==> src/rtl/addsub_pkg.sv <==
// Shared definitions for the pipelined adder/subtractor: operation encoding
// and the parameter sanity check used at elaboration.
package addsub_pkg;

    localparam logic OP_ADD = 1'b0;
    localparam logic OP_SUB = 1'b1;

    function automatic bit width_ok(int width, int seg);
        return (seg > 0) && (width >= seg) && ((width % seg) == 0);
    endfunction

endpackage

==> src/rtl/adder_seg.sv <==
// Combinational SEG-bit ripple-carry slice from per-bit generate/propagate.
// Also exposes the carry into the slice MSB for overflow detection.
module adder_seg #(
    parameter int SEG = 4
) (
    input  logic [SEG-1:0] a,
    input  logic [SEG-1:0] b,
    input  logic           cin,
    output logic [SEG-1:0] s,
    output logic           cout,
    output logic           cmsb
);

    logic [SEG-1:0] g;
    logic [SEG-1:0] p;
    logic [SEG:0]   c;

    always_comb begin
        g    = a & b;
        p    = a ^ b;
        c    = '0;
        c[0] = cin;
        for (int i = 0; i < SEG; i++) begin
            c[i+1] = g[i] | (p[i] & c[i]);
        end
        s    = p ^ c[SEG-1:0];
        cout = c[SEG];
        cmsb = c[SEG-1];
    end

endmodule

==> src/rtl/pipe_addsub.sv <==
// Pipelined WIDTH-bit adder/subtractor, one register stage per SEG-bit
// ripple segment, with operand skew / result de-skew and a stalling handshake.
module pipe_addsub
    import addsub_pkg::*;
#(
    parameter int WIDTH = 16,
    parameter int SEG   = 4
) (
    input  logic             clk,
    input  logic             rst,
    input  logic             in_valid,
    output logic             in_ready,
    input  logic [WIDTH-1:0] in_a,
    input  logic [WIDTH-1:0] in_b,
    input  logic             in_cin,
    input  logic             in_op,
    output logic             out_valid,
    input  logic             out_ready,
    output logic [WIDTH-1:0] out_sum,
    output logic             out_cout,
    output logic             out_ovf
);

    localparam int STAGES = WIDTH / SEG;

    if (!width_ok(WIDTH, SEG)) begin : g_bad_params
        $error("pipe_addsub: WIDTH must be a non-zero multiple of SEG");
    end

    // Per-stage registers; stage k holds the result of segments 0..k.
    logic [STAGES-1:0] v_q, v_d;
    logic [STAGES-1:0] c_q, c_d;
    logic              op_q  [STAGES];
    logic              op_d  [STAGES];
    logic [WIDTH-1:0]  a_q   [STAGES];
    logic [WIDTH-1:0]  a_d   [STAGES];
    logic [WIDTH-1:0]  b_q   [STAGES];
    logic [WIDTH-1:0]  b_d   [STAGES];
    logic [WIDTH-1:0]  res_q [STAGES];
    logic [WIDTH-1:0]  res_d [STAGES];
    logic              ovf_q, ovf_d;

    // Values presented to each stage by its predecessor (or by the ports).
    logic [STAGES-1:0] src_v;
    logic              src_op  [STAGES];
    logic [WIDTH-1:0]  src_a   [STAGES];
    logic [WIDTH-1:0]  src_b   [STAGES];
    logic [WIDTH-1:0]  src_res [STAGES];

    logic [STAGES-1:0][SEG-1:0] seg_a;
    logic [STAGES-1:0][SEG-1:0] seg_b;
    logic [STAGES-1:0][SEG-1:0] seg_s;
    logic [STAGES-1:0]          seg_ci;
    logic [STAGES-1:0]          seg_co;
    logic [STAGES-1:0]          seg_cm;

    logic adv;

    assign adv      = !out_valid || out_ready;
    assign in_ready = adv;

    always_comb begin
        int prev;
        prev = 0;
        for (int k = 0; k < STAGES; k++) begin
            prev = (k == 0) ? 0 : k - 1;
            if (k == 0) begin
                src_v[k]   = in_valid;
                src_op[k]  = in_op;
                src_a[k]   = in_a;
                src_b[k]   = in_b;
                src_res[k] = '0;
                // Subtract is A + ~B + ~cin, so the borrow-in is inverted here.
                seg_ci[k]  = in_cin ^ (in_op == OP_SUB);
            end else begin
                src_v[k]   = v_q[prev];
                src_op[k]  = op_q[prev];
                src_a[k]   = a_q[prev];
                src_b[k]   = b_q[prev];
                src_res[k] = res_q[prev];
                seg_ci[k]  = c_q[prev];
            end
            seg_a[k] = src_a[k][k*SEG +: SEG];
            seg_b[k] = src_b[k][k*SEG +: SEG] ^ {SEG{src_op[k] == OP_SUB}};
        end
    end

    for (genvar k = 0; k < STAGES; k++) begin : g_seg
        adder_seg #(.SEG(SEG)) u_seg (
            .a    (seg_a[k]),
            .b    (seg_b[k]),
            .cin  (seg_ci[k]),
            .s    (seg_s[k]),
            .cout (seg_co[k]),
            .cmsb (seg_cm[k])
        );
    end

    always_comb begin
        v_d   = v_q;
        c_d   = c_q;
        op_d  = op_q;
        a_d   = a_q;
        b_d   = b_q;
        res_d = res_q;
        ovf_d = ovf_q;
        if (adv) begin
            for (int k = 0; k < STAGES; k++) begin
                v_d[k]                   = src_v[k];
                op_d[k]                  = src_op[k];
                a_d[k]                   = src_a[k];
                b_d[k]                   = src_b[k];
                res_d[k]                 = src_res[k];
                res_d[k][k*SEG +: SEG]   = seg_s[k];
                c_d[k]                   = seg_co[k];
            end
            ovf_d = seg_cm[STAGES-1] ^ seg_co[STAGES-1];
        end
    end

    always_ff @(posedge clk) begin
        if (rst) begin
            v_q   <= '0;
            c_q   <= '0;
            op_q  <= '{default: '0};
            a_q   <= '{default: '0};
            b_q   <= '{default: '0};
            res_q <= '{default: '0};
            ovf_q <= 1'b0;
        end else begin
            v_q   <= v_d;
            c_q   <= c_d;
            op_q  <= op_d;
            a_q   <= a_d;
            b_q   <= b_d;
            res_q <= res_d;
            ovf_q <= ovf_d;
        end
    end

    assign out_valid = v_q[STAGES-1];
    assign out_sum   = res_q[STAGES-1];
    assign out_cout  = c_q[STAGES-1];
    assign out_ovf   = ovf_q;

endmodule
==> config.mk <==
export PLATFORM = sky130hd
export DESIGN_NAME = pipe_addsub
export DESIGN_NICKNAME = d
export VERILOG_FILES = /design/src/rtl/addsub_pkg.sv /design/src/rtl/adder_seg.sv /design/src/rtl/pipe_addsub.sv
export SDC_FILE = /design/constraint.sdc
export NUM_CORES = 1
export LEC_CHECK = 0
export CORE_MARGIN = 2
export CORE_UTILIZATION = 55
export CTS_CLUSTER_DIAMETER = 120
export CTS_CLUSTER_SIZE = 25
export DETAILED_ROUTE_END_ITERATION = 8
export PLACE_DENSITY = 0.9
export RECOVER_POWER = 25
export SLEW_MARGIN = 20
export SYNTH_ARGS = -nofsm -noshare
export SYNTH_HDL_FRONTEND = slang
export SYNTH_SLANG_ARGS = --single-unit
==> constraint.sdc <==
create_clock -name clk -period 3.9 [get_ports clk]
set_input_delay 0.585 -clock clk [delete_from_list [all_inputs] [get_ports clk]]
set_output_delay 0.585 -clock clk [all_outputs]
set_load 0.02 [all_outputs]
==> flow_summary.yaml <==
synth:
  netlist.area_leader.share_pct: 47.96
  yosysTopAreaCell: "dfxtp_1"
  seq_area_frac_synth_pct: 47.96
  ys_ff_latch: 100
  synth_area_leaders: "dfxtp_1, nand2_1, a21oi_1"
  syn-cell-area_sq_um: 4174
  postSynthAreaPerCell_sq_um: 8.449
  syn_nets: 548
  yosys_warnings: 0
  synth_cells: 494
  synth.distinct_cells: 18
cts:
  cts.sinks: 100
  cts_setup_buffers: 0
  htreeDepth: 3
  clock_latency_ns: 0.36
  clk_path_buf_depth: 2
  clk_pin_slew_worst_paths_ns: 0.09
  cts_inserted_buffers: 9
  ctsHoldBuffers: 0
  cts_root_buf: "clkbuf_8"
  cts_resized: 0
  cts_tree: "yes"
timing:
  finalSetupViolCount: 0
  finalHoldViolations: 0
  drv_slew: 92
  relSlewSlack_pct: -11.59
  layout_min_cycle_time_ns: 2.994
  fin_skew_ns: 0.009743
  fmax_mhz: 334.0
  fin_setup_tns_ns: 0
  worst_pin_slew_ns: 1.674
  rsz0062_at_grt: "no"
  fin_crit_sh_pct: 76.76
critical_path:
  reg2reg_setup_slack_ns: 1.33
  arrival_ns: 3.20
  rr_startpoint: "op_q[1]$_SDFFE_PP0P_"
  reg2reg_depth: 9
  startpoint_type: "primary input"
  cp_max_fo: 6
  cp_cell_sequence: "clkdlybuf4s50_1, xnor2_1, fa_1, fa_1, fa_1, inv_1, fa_1, nand2_1, a21oi_1"
  crit_path_frequent_cell: "fa_1"
  slowest_delay_ns: 0.65
  cpMaxStageDelayCell: "clkdlybuf4s50_1"
  cp.required_ns: 4.11
  r2r_end: "out_sum[15]$_SDFFE_PP0P_"
  endpoint_kind: "flip-flop"
  path_class: "in -> reg"
finish:
  nets: 566
  n_antenna_cell: 0
  final_common_cell: "nand2_1"
  area_growth_syn_to_layout_pct: 11.69
  layout_common_cells: "nand2_1, dfxtp_1, a21oi_1, clkdlybuf4s50_1, dlygate4sd3_1"
  fillCellCount: 667
  drive_gt1_share_pct: 3.482
routing:
  route.detailed.drc: 0
  ant_nets: 0
  vias: 3082
  drt_first_pass_iters: 4
  routedWlPerCell_microns: 12.04
  drtIter0Drc: 194
  vias_per_cell: 5.003
  drt_wl_total_microns: 7419
floorplan:
  dieWidth_microns: 91.12
  start_util_pct: 57.24
  dieArea_sq_um: 8302
  core_area_sq_um: 7292
  die-height_microns: 91.12
  rows: 31
  io_pins: 58
min_path:
  min_to: "out_sum[0]$_SDFFE_PP0P_"
  hold_path_class: "reg -> reg"
  worstHoldStart: "out_sum[0]$_SDFFE_PP0P_"
  hold_depth: 2
global_routing:
  antenna_found_initial: 0
  grt_max_degree: 109
  first_global_vias: 2814
  grt-ovfl-total: 0
  grt_use_total_pct: 18.58
  grt_first_pass_wirelength_microns: 12440
power:
  peakVddDrop_uv: 190.9
  totalPowerFinal_w: 0.001920
  power.leakage_nw: 1.851
  power-per-cell-area_nw_per_um2: 411.9
place:
  hpwl_microns: 4838
  portBuffers: 57
  place_congestion: 0.7313
outcome:
  status: "finished, violations left"
  violations: "capacitance limit, slew limit"
flow_run:
  cap_violations: 1
==> power by group <==
part	leakage (nW)	total (W)	internal (W)	switching, W
combinational	0.946	0.000216	0.000107	0.000109
sequential	0.823	0.00113	0.00109	0.0000377
clock	0.0824	0.000579	0.000248	0.000332
total	1.85	0.00192	0.00144	0.000478
==> through the flow <==
step	util [%]	std cells	setup slack, ns	instance area (sq um)	hold slack (ns)
finish	63.93	616	0.9062	4662	0.4530
global route	63.93	616	0.7493	4662	0.4691
CTS	64.07	616	0.9040	4672	0.4555
detailed placement	61.74	600	0.5170	4502	0.4434
global placement	61.74	600	0.6152	4502	0.4384
floorplan	-	494	1.178	4174	0.4319
==> routing by layer <==
layer / routed length (microns) / up-vias / GRT usage (%) / share of wire, %
li1: - / 1568 / - / -
met1: 3171 / 1425 / 22.39 / 43
met2: 3760 / 76 / 32.41 / 51
met3: 327 / 13 / 3.154 / 4.4
met4: 159 / 0 / 8.460 / 2.1
met5: 0 / - / 0 / 0
==> synth_stat cells <==
| library cell | number |
|---|---|
| nand2_1 | 180 |
| dfxtp_1 | 100 |
| a21oi_1 | 90 |
| buf_4 | 19 |
| fa_1 | 16 |
| inv_1 | 16 |
| buf_6 | 12 |
| nor2_1 | 11 |
| xnor2_1 | 11 |
| a211oi_1 | 9 |
| buf_2 | 9 |
| xor2_1 | 7 |
| buf_1 | 5 |
| clkbuf_1 | 5 |
| clkbuf_2 | 1 |
| clkbuf_8 | 1 |
| inv_4 | 1 |
| nor2b_4 | 1 |
==> worst max-delay path: cells and delay by family <==
family,cells,cell delay [ns]
buffers and inverters,2,0.72
adder cells (fa/ha/maj),4,1.61
XOR/XNOR,1,0.15
AND/OR/NAND/NOR,1,0.07
AO/OA/AOI/OAI,1,0.07
==> registers in the layout (all words and copies together), names as in the netlist <==
name and flops:
b_q 24, op_q 3, res_q 24, v_q 4, c_q 4, out_ovf 1, a_q 24, out_sum 16
==> cells by family (layout without fill, tap and decap cells) <==
group	count (synthesis)	in the layout	share of synthesized area, %
and+or+nand+nor	192	192	17.51
DFF	100	100	47.96
AOI/OAI and AO/OA	99	99	12.41
buffers and inverters	69	92	10.67
xor gates and xnor gates	18	18	3.777
adders and majority gates	16	16	7.674
==> cell type report <==
cell class / instances / area [sq um] / share of cell area (%)
clock buffer: 12 / 145.1 / 3.113
inverter: 17 / 66.31 / 1.422
sequential: 100 / 2002 / 42.94
timing repair buffer: 59 / 580.6 / 12.45
multi-input combinational: 325 / 1719 / 36.88
tap: 99 / 123.9 / 2.657
clock inverter: 4 / 25.02 / 0.5368
==> worst max-delay path by stage <==
stage / start / cells after the start / end / slack [ns]
after global routing: out_ready / 5 / a_q[61]$_SDFFE_PP0P_ / 0.75
after CTS: in_op / 9 / res_q[51]$_SDFFE_PP0P_ / 0.90
final: in_op / 9 / res_q[51]$_SDFFE_PP0P_ / 0.91
after detailed placement: in_op / 9 / res_q[51]$_SDFFE_PP0P_ / 0.52
after floorplan: in_op / 9 / res_q[51]$_SDFFE_PP0P_ / 1.18
after global placement: in_op / 9 / res_q[51]$_SDFFE_PP0P_ / 0.62
No activity file was read; power rests on OpenSTA's default activity.
